### config.mk
export PLATFORM = sky130hd
export DESIGN_NAME = mem_sram_ctrl
export DESIGN_NICKNAME = d
export VERILOG_FILES = /design/src/rtl/mem_sram_ctrl.sv
export SDC_FILE = /design/constraint.sdc
export NUM_CORES = 1
export LEC_CHECK = 0
export BUFFER_PORTS_ARGS = -buffer_cell sky130_fd_sc_hd__buf_2
export CAP_MARGIN = 40
export CORE_MARGIN = 3
export CORE_UTILIZATION = 45
export DETAILED_ROUTE_END_ITERATION = 10
export GPL_ROUTABILITY_DRIVEN = 0
export PLACE_DENSITY = 0.69
export SYNTH_ARGS = -nofsm -noshare
export SYNTH_HDL_FRONTEND = slang
export SYNTH_SLANG_ARGS = --single-unit
### constraint.sdc
create_clock -name clk -period 2.5 [get_ports clk]
set_input_delay 0.125 -clock clk [delete_from_list [all_inputs] [get_ports clk]]
set_output_delay 0.125 -clock clk [all_outputs]
set_load 0.01 [all_outputs]
### src/rtl/mem_sram_ctrl.sv
// Splits a 32-bit load/store into two 16-bit SRAM accesses (low half, then
// high half). The pipeline is stalled through ready until both halves finish.
module mem_sram_ctrl #(
    parameter int unsigned WAIT_CYCLES = 2,
    parameter logic [31:0] BASE_ADDR   = 32'd1024
) (
    input  logic        clk,
    input  logic        rst,
    input  logic        wr_en,
    input  logic        rd_en,
    input  logic [31:0] addr,
    input  logic [31:0] wdata,
    output logic [31:0] rdata,
    output logic        ready,
    output logic [17:0] sram_addr,
    output logic [15:0] sram_dq_out,
    output logic        sram_dq_oe,
    input  logic [15:0] sram_dq_in,
    output logic        sram_we_n
);

    typedef enum logic [1:0] {IDLE, LOW, HIGH, DONE} state_t;

    localparam logic [3:0] LAST_CNT = 4'(WAIT_CYCLES - 1);

    state_t      r_state;
    logic [3:0]  r_cnt;
    logic [16:0] r_word;
    logic [15:0] r_wdata_hi;
    logic        r_is_write;

    logic        w_req;
    logic        w_last;
    logic [31:0] w_offset;
    logic [16:0] w_word;
    logic        w_unused_bits;

    assign w_req    = wr_en | rd_en;
    assign w_last   = (r_cnt == LAST_CNT);
    assign w_offset = addr - BASE_ADDR;
    // Only 17 word-address bits reach the SRAM; higher bits wrap away.
    assign w_word        = w_offset[18:2];
    assign w_unused_bits = ^{w_offset[31:19], w_offset[1:0]};

    assign ready = ((r_state == IDLE) && !w_req) || (r_state == DONE);

    always_ff @(posedge clk or negedge rst) begin
        if (!rst) begin
            r_state     <= IDLE;
            r_cnt       <= 4'd0;
            r_word      <= 17'd0;
            r_wdata_hi  <= 16'd0;
            r_is_write  <= 1'b0;
            rdata       <= 32'd0;
            sram_addr   <= 18'd0;
            sram_dq_out <= 16'd0;
            sram_dq_oe  <= 1'b0;
            sram_we_n   <= 1'b1;
        end else begin
            case (r_state)
                IDLE: begin
                    r_cnt <= 4'd0;
                    // SRAM pins are set up on this edge so LOW starts with them valid.
                    if (w_req) begin
                        r_state    <= LOW;
                        r_is_write <= wr_en;
                        r_word     <= w_word;
                        r_wdata_hi <= wdata[31:16];
                        sram_addr  <= {w_word, 1'b0};
                        sram_dq_oe <= wr_en;
                        sram_we_n  <= ~wr_en;
                        if (wr_en) begin
                            sram_dq_out <= wdata[15:0];
                        end
                    end
                end
                LOW: begin
                    if (w_last) begin
                        r_state   <= HIGH;
                        r_cnt     <= 4'd0;
                        sram_addr <= {r_word, 1'b1};
                        if (r_is_write) begin
                            sram_dq_out <= r_wdata_hi;
                        end else begin
                            rdata[15:0] <= sram_dq_in;
                        end
                    end else begin
                        r_cnt <= r_cnt + 4'd1;
                    end
                end
                HIGH: begin
                    if (w_last) begin
                        r_state    <= DONE;
                        r_cnt      <= 4'd0;
                        sram_dq_oe <= 1'b0;
                        sram_we_n  <= 1'b1;
                        if (!r_is_write) begin
                            rdata[31:16] <= sram_dq_in;
                        end
                    end else begin
                        r_cnt <= r_cnt + 4'd1;
                    end
                end
                DONE: begin
                    r_state <= IDLE;
                    r_cnt   <= 4'd0;
                end
                default: begin
                    r_state <= IDLE;
                    r_cnt   <= 4'd0;
                end
            endcase
        end
    end

endmodule

Word-level counts from Yosys, hierarchy flattened
Index checks and enable logic that the tools add are counted.
{ "op_classes": {"n_addsub": 2, "eq_ne": 9, "mux": 20, "bitwise_logic": 3, "n_reduce_logical": 15} }
{ "op_table": {"columns": ["cell", "n"], "rows": [
  ["$mux 16", 4],
  ["$mux 18", 2],
  ["$pmux 18 s2", 1],
  ["$pmux 16 s2", 1],
  ["$sub 19x11->19 const B", 1],
  ["$reduce_and 3->1", 5],
  ["$ne 2x2->1 const B", 5],
  ["$pmux 2 s4", 1],
  ["$pmux 4 s2", 1],
  ["$mux 2", 3],
  ["$reduce_and 5->1", 1],
  ["$add 4x1->4 const B", 1],
  ["$eq 2x2->1 const B", 2],
  ["$eq 4x1->1 const B", 1],
  ["$mux 1", 4],
  ["$mux 4", 1],
  ["$pmux 1 s2", 2],
  ["$reduce_bool 2->1", 2],
  ["$reduce_or 2->1", 2],
  ["$eq 2x1->1 const B", 1],
  ["$logic_not 2->1", 1],
  ["$not 1->1", 2],
  ["$reduce_and 2->1", 1],
  ["$logic_and 1x1->1", 1],
  ["other kinds (3)", 3]
]} }
{ "word_totals": {"register_bits": 108, "inputBits": 84, "out_inout_bits": 69, "elab_cells": 60} }

Depth between registers and ports, before layout
Gate-level depths: netlist (run 1).
{ "depth": {"depth_word": 4, "ltp_mapped": 9, "depth_no_buf": 6} }

Worst setup path after synthesis (run 1)
No wires, ideal clock.
{ "synth_timing": {"kind": "register to register", "startpoint": "register r_state[0]", "endpoint": "register sram_addr[1]", "setup_ps": 76, "t_arrival_ps": 1803, "t_required_ps": 2424, "setup_slack_ps": 620, "path_stages_with_launch": 10, "path_buffers": 3, "period_less_slack_ps": 1880, "path_cell_list": "dfrtp_1 -> inv_1 -> ha_1 -> buf_4 -> nor3b_1 -> a211o_1 -> buf_6 -> buf_6 -> nand2_1 -> o21ai_1"} }
{ "synth_via": {"elab_chain_len": 3, "word_cells_on_any_way": 7, "classes_between": "eq/ne (3); mux (1); reduce/logical (3)"} }
{ "synth_rtl": {"columns": ["element", "line", "text"], "rows": [
  ["start, declared", "26", "state_t r_state;"],
  ["start signal, assigned", "49", "r_state <= IDLE;"],
  ["start signal, assigned", "65", "r_state <= LOW;"],
  ["start signal, assigned", "79", "r_state <= HIGH;"],
  ["$eq 2x1->1 or $logic_not 2->1 (tied branches)", "60", "case (r_state)"],
  ["$ne 2x2->1 (no line) or $reduce_bool 2->1 (tied branches)", null, null],
  ["$reduce_and 3->1 (no line)", null, null],
  ["end signal, assigned", "69", "sram_addr <= {w_word, 1'b0};"],
  ["end signal, assigned", "81", "sram_addr <= {r_word, 1'b1};"],
  ["end, declared", "15", "output logic [17:0] sram_addr,"]
]} }
Parallel ways exist; a longest one is shown, timed or not.
A chain may end at the register's enable or synchronous reset.

Worst setup path in the final report (run 1)
{ "layout_timing": {"startpoint": "register r_state[0]", "endpoint": "output ready"} }
{ "layout_via": {"elab_chain_len": 3, "word_cells_on_any_way": 4, "classes_between": "eq/ne (1); reduce/logical (3)"} }
{ "layout_rtl": {"columns": ["element", "line", "text"], "rows": [
  ["$logic_not 2->1", "45", "assign ready = ((r_state == IDLE) && !w_req) || (r_state == DONE);"],
  ["$logic_and 1x1->1", "45", null],
  ["$logic_or 1x1->1 *", "45", null],
  ["end, declared", "14", "output logic ready,"]
]} }
Every way passes the cells marked *; elsewhere a longest branch is shown, timed or not.

==> metrics.md, run 1 <==
| Metric | Value |
|---|---|
| Worst-case clock buffer depth | 2 |
| Cts repair resizes | 0 |
| GRT met2 Usage | 32.0% |
| Cell variety after synth | 43 |
| RSZ-0062 raised after global routing | no |
| Critical path class | flop to output pin |
| Area growth from synthesis to layout | 30.9% |
| Register area share after synthesis | 56.5% |
| Buffers added on ports | 137 |
| First-pass GRT wire length | 17.8 mm |
| Routed len/inst | 15.3 µm |
| Syn Area/Cell | 12.6 µm² |
| Switch Pwr | 3030 µW |
| Type of the most critical hold path | input pin to flop |
| DRT Pass-1 Iters | 4 |
| Largest net degree at the start of global routing | 55 |
| CTS HTree Levels | 3 |
| Layout cell share with drive strength beyond 1 | 42.3% |
| Synth warn | 0 |
| Met3 GRT Util | 6.39% |
| Hold WS | 19.6 ps |
| Site row count | 37 |
| Final hold violations | 0 |
| Ant diodes | 0 |
| CTS tree | built |
| Worst IR Drop VDD | 0.000686 V |
| CTS buffer count | 9 |
| Syn Nets | 471 |
| Clk_lat worst skew | 370 ps |
| Pins Over Slew Limit | 0 |
| Worst endpoint required time | 2380 ps |
| Internal power | 4850 µW |
| Root buffer cell | clkbuf_8 |
| Met1 Use GR | 23.2% |
| Initial antenna violation count | 0 |
| DR vias | 3456 |
| Startpoint types | flop |
| 1st-iter DRT viols | 155 |
| GRT Residual Overflow | 0 |
| Total track usage | 18.9% |
| Final clock period utilization by the worst path | 84.7% |
| Async S/R FF share, synth | 100% |
| Core area | 0.0103 mm² |
| DP HPWL | 7.11 mm |
| Setup Fix Bufs, Post-CTS | 0 |
| Seq pwr share | 39.4% |
| # setup viols final | 0 |
| Ports | 153 |
| Vias per std cell | 4.95 |
| Crit-path max FO | 9 |
| Die Y | 109 µm |
| Worst slew pin tran | 696 ps |
| Max-capacitance violation count | 0 |
| Post-route ant nets | 0 |
| Synth Register Bits | 108 |
| Highest Clock Rate | 0.472 GHz |
| DRC | 0 |
| Clock Skew | 7.28 ps |
| Final net count | 649 |
| Mapped Cells | 379 |
| Hold-fix buffers at CTS | 41 |
| Total wire length | 10.7 mm |
| Setup_tns | 0 ps |
| CTS sink cnt | 108 |
| Final Critical Period | 2120 ps |
| Logic pwr share | 47.8% |
| Clock share of power | 12.8% |
| Setup crit end kind | output pin |
| DIE WIDTH | 109 µm |
| Pwr dens | 1260 mW/mm² |
| Worst slew margin | 53.4% |
| WP data arrival | 1990 ps |
| Most Crowded Layer GR | met2 |
| Post-synth EDFFs | 0 |
| Vias in the first global route | 3701 |
| Filler cells | 818 |
| Clk slew on worst S/H paths | 100 ps |
| Die Footprint | 0.0119 mm² |
| Status | complete, no violations |
| Initial Util | 46.4% |
| Ys flop type | dfrtp_1 |
| Leak | 0.00301 µW |
| Switching part of the total | 38.5% |
| Mapped cell area | 0.00479 mm² |
## path summary, 6_finish.rpt
path,end,slack (ps),cells after the start,start
setup / recovery,ready,380,6,r_state[0]$_DFFE_PN0P_
hold / removal,r_word[8]$_DFFE_PN0P_,20,2,addr[10]
setup reg to reg,sram_addr[13]$_DFFE_PN0P_,410,6,r_state[0]$_DFFE_PN0P_
hold reg to reg,sram_addr[0]$_DFFE_PN0P_,480,2,sram_addr[0]$_DFFE_PN0P_
max in group asynchronous,r_wdata_hi[10]$_DFFE_PN0P_,1540,4,rst
min in group asynchronous,rdata[11]$_DFFE_PN0P_,150,2,rst
## area by class of cell
type / count / area [µm²] / share of cell area [%]
clock buffer: 10 / 138 / 2.20
multi-input combinational: 246 / 1960 / 31.3
inverter: 6 / 22.5 / 0.359
tap: 136 / 170 / 2.71
sequential: 108 / 2700 / 43.1
clock inverter: 6 / 48.8 / 0.778
timing repair buffer: 186 / 1220 / 19.5
## sequential cells by signal, indices dropped and copies added, names as in the netlist
name         count
r_cnt            4
r_word          17
r_is_write       1
r_wdata_hi      16
rdata           32
sram_addr       18
sram_dq_oe       1
sram_dq_out     16
sram_we_n        1
r_state          2
## cells in the final DEF, fill, tap and decap left out, drive strengths merged
cell type / instances
nor4: 2
clkbuf: 10
ha: 8
dfrtp: 107
nand2b: 2
nor2: 27
a31o: 1
dlygate4sd3: 41
a211oi: 4
o21ai: 24
or2: 1
nor3: 1
xnor2: 7
and2: 1
nand3: 5
nor3b: 4
mux2: 58
clkinv: 5
nor2b: 2
inv: 7
or3b: 1
a211o: 1
o31ai: 1
dfstp: 1
or3: 1
a2111oi: 1
mux2i: 24
a21o: 1
buf: 145
a21oi: 22
nand2: 40
o211ai: 4
xor2: 2
nand4bb: 1
## per-stage QoR
stage	std cells	power, µW	area [µm²]	utilization (%)	setup slack, ps
after floorplan	379	5680	4790	-	620
after global placement	639	6690	5620	54.4	447
after detailed placement	641	6880	5670	54.9	428
after CTS	698	7960	6270	60.7	350
after global routing	698	8540	6270	60.7	205
final	698	7890	6270	60.7	383
## layer usage
| layer | vias to the layer above | wire [µm] |
|---|---|---|
| met2 | 91 | 5330 |
| li1 | 1664 | - |
| met4 | 0 | 161 |
| met3 | 16 | 640 |
| met5 | - | 0 |
| met1 | 1685 | 4530 |
## critical path, stage by stage (launching register included)
cell	delay, ps
dfrtp_1	440
inv_1	100
ha_1	330
nor3b_1	190
buf_4	150
or2_2	270
buf_2	140
## kinds of logic after synthesis
family / synth area share, %
DFF: 56.5
xor gates and xnor gates: 1.65
muxes: 20.2
buffers and inverters: 3.08
and+or+nand+nor: 8.63
adders and majority gates: 2.09
AOI/OAI and AO/OA: 7.84
## power by group through the flow
| stage | logic [µW] | clock network [µW] | registers, µW |
|---|---|---|---|
| global route | 4200 | 1110 | 3230 |
| floorplan | 2340 | 0 | 3340 |
| finish | 3770 | 1010 | 3110 |
| global placement | 3610 | 0 | 3080 |
| detailed placement | 3750 | 0 | 3130 |
| CTS | 3810 | 1040 | 3100 |
## synth_stat cells, drive strengths merged (2+ instances only)
cell type	count	area share [%]
xor2	2	0.37
mux2	58	15
nor2b	2	0.26
xnor2	7	1.3
nor3b	4	0.63
ha	8	2.1
a21oi	22	2.3
mux2i	24	5.0
nor4	2	0.26
a211oi	4	0.89
nand2b	2	0.26
dfrtp	107	56
o21ai	24	3.1
nand3	5	0.52
o211ai	4	0.73
clkbuf	5	0.39
inv	6	0.47
buf	14	2.2
nor2	27	2.3
nand2	40	3.5
(Power assumes the default switching activity.)
==> run 2, diff against run 1 <==
==> constraint.sdc (replaced) <==
create_clock -name clk -period 2 [get_ports clk]
set_input_delay 0.1 -clock clk [delete_from_list [all_inputs] [get_ports clk]]
set_output_delay 0.1 -clock clk [all_outputs]
set_load 0.01 [all_outputs]
==> metrics.md, run 2 (synthesis gave the netlist of run 1 again) <==
| Metric | Value |
|---|---|
| 1st-iter DRT viols | 168 |
| Setup crit end kind | flop |
| GRT Residual Overflow | 0 |
| Routed len/inst | 15.5 µm |
| Type of the most critical hold path | input pin to flop |
| Switching part of the total | 38.1% |
| Max-capacitance violation count | 0 |
| RSZ-0062 raised after global routing | yes |
| Largest net degree at the start of global routing | 43 |
| Total wire length | 11.0 mm |
| Logic pwr share | 50.2% |
| Worst-case clock buffer depth | 2 |
| Root buffer cell | clkbuf_8 |
| Worst Setup EP | rdata[27]$_DFFE_PN0P_ |
| Vias in the first global route | 3618 |
| R2r endpoint | rdata[27]$_DFFE_PN0P_ |
| Total track usage | 18.7% |
| DRC | 0 |
| Area growth from synthesis to layout | 33.5% |
| Layout cell share with drive strength beyond 1 | 43.9% |
| Die Y | 109 µm |
| Core Util, Final | 61.9% |
| Initial Util | 46.4% |
| WP data arrival | 2200 ps |
| Die Footprint | 0.0119 mm² |
| Worst slew margin | 62.1% |
| Startpoint types | flop |
| Leak | 0.00307 µW |
| Seq pwr share | 37.9% |
| DIE WIDTH | 109 µm |
| DP HPWL | 7.29 mm |
| Critical path class | flop to flop |
| CTS tree | built |
| Status | complete, no violations |
| Worst setup startpoint | r_cnt[1]$_DFF_PN0_ |
| First-pass GRT wire length | 17.6 mm |
| Switch Pwr | 3920 µW |
| CTS HTree Levels | 3 |
| Buffers added on ports | 137 |
| Final clock period utilization by the worst path | 97.2% |
| Commonest cells after routing, fill and taps aside | buf_2, dfrtp_1, dlygate4sd3_1 |
| Clock share of power | 12.0% |
| Crit-path max FO | 16 |
| Final instance area | 0.00639 mm² |
| Vias per std cell | 4.99 |
| Worst endpoint required time | 2260 ps |
| Highest Clock Rate | 0.514 GHz |
| Internal power | 6360 µW |
| Worst reg2reg path depth | 6 |
| Clk_lat worst skew | 370 ps |
| Initial antenna violation count | 1 |
| Clk slew on worst S/H paths | 110 ps |
| CTS buffer count | 9 |
| Worst IR Drop VDD | 0.000805 V |
| Final Critical Period | 1940 ps |
| CTS sink cnt | 108 |
| Placed Instance Area | 0.00569 mm² |
| DR vias | 3550 |
| Final hold violations | 0 |
| Most common cell after layout, fill and taps aside | buf_2 |
| Ports | 153 |
| Final net count | 662 |
| Reg-to-reg startpoint | r_cnt[1]$_DFF_PN0_ |
| Pwr dens | 1610 mW/mm² |
| # setup viols final | 0 |
| Core area | 0.0103 mm² |
| Worst slew pin tran | 569 ps |
| Max FFs per register | 32 |
| Register with the highest flop count | rdata |
| Biggest regs | rdata (32), sram_addr (18), r_word (17) |
| DRT Pass-1 Iters | 4 |
| Pins Over Slew Limit | 0 |
| Filler cells | 828 |
| Site row count | 37 |
| Clock Skew | 18.7 ps |
| Post-route ant nets | 0 |
| R2R setup slack | 60 ps |
==> run 2: worst max-delay path, stage by stage, from the launching register on <==
cell and delay (ps):
dfrtp_1 420, inv_1 70, ha_2 170, or3b_4 450, nor2_4 170, nand2_4 200, mux2_4 360
==> run 2: repair_timing <==
| action | CTS | global route |
|---|---|---|
| setup buffers | 0 | 5 |
| hold endpoints to repair | 95 | 0 |
| hold buffers | 42 | 0 |
| gates resized for setup | 1 | 2 |
| cloned | 0 | 2 |
| endpoints found under the setup margin | 31 | 30 |
==> run 2: power groups by stage <==
stage,Combinational (µW),Sequential (µW),Clock [µW]
final,5150,3890,1230
after global routing,5690,4030,1360
after CTS,4900,3890,1270
after detailed placement,4820,3920,0
after global placement,4670,3870,0
after floorplan,2930,4170,0
==> run 2: stage by stage <==
stage | instances | power (µW) | hold slack, ps | setup TNS [ps] | worst slack, ps
final | 711 | 10300 | 25.7 | 0 | 56.4
after floorplan | 379 | 7100 | -196 | 0 | 120
after global routing | 711 | 11100 | 29.5 | -26.4 | -8.76
after detailed placement | 646 | 8740 | 130 | -75.3 | -15.8
after CTS | 703 | 10100 | 5.73 | 0 | 45.4
after global placement | 646 | 8540 | 115 | 0 | 22.8
==> run 2: cell type report <==
| type | instances | area (µm²) | share of cell area [%] |
|---|---|---|---|
| Antenna cell | 1 | 2.50 | 0.0392 |
| Sequential cell | 108 | 2700 | 42.3 |
| Timing Repair Buffer | 199 | 1340 | 21.0 |
| Tap cell | 136 | 170 | 2.66 |
| Clock inverter | 6 | 47.5 | 0.744 |
| Clock buffer | 9 | 124 | 1.94 |
| Multi-Input combinational cell | 246 | 1980 | 30.9 |
| Inverter | 6 | 22.5 | 0.352 |
==> run 2: how the worst min path moves through the flow <==
stage / endpoint / cells after the start / slack (ps) / from
after floorplan: r_cnt[0]$_DFF_PN0_ / 0 / -200 / rst
after global placement: rdata[23]$_DFFE_PN0P_ / 1 / 120 / rst
after detailed placement: rdata[7]$_DFFE_PN0P_ / 1 / 130 / rst
after CTS: sram_dq_out[8]$_DFFE_PN0P_ / 3 / 6 / wdata[8]
after global routing: sram_dq_out[9]$_DFFE_PN0P_ / 3 / 30 / wdata[9]
final: sram_dq_out[10]$_DFFE_PN0P_ / 3 / 30 / wdata[10]
==> run 2: metal layers <==
metal / track usage [%] / part of all wire (%) / up-vias
met5: 0 / 0 / -
met4: 3.79 / 1.0 / 0
met3: 5.98 / 6.2 / 12
met2: 31.5 / 51 / 93
met1: 23.7 / 42 / 1748
li1: - / - / 1697
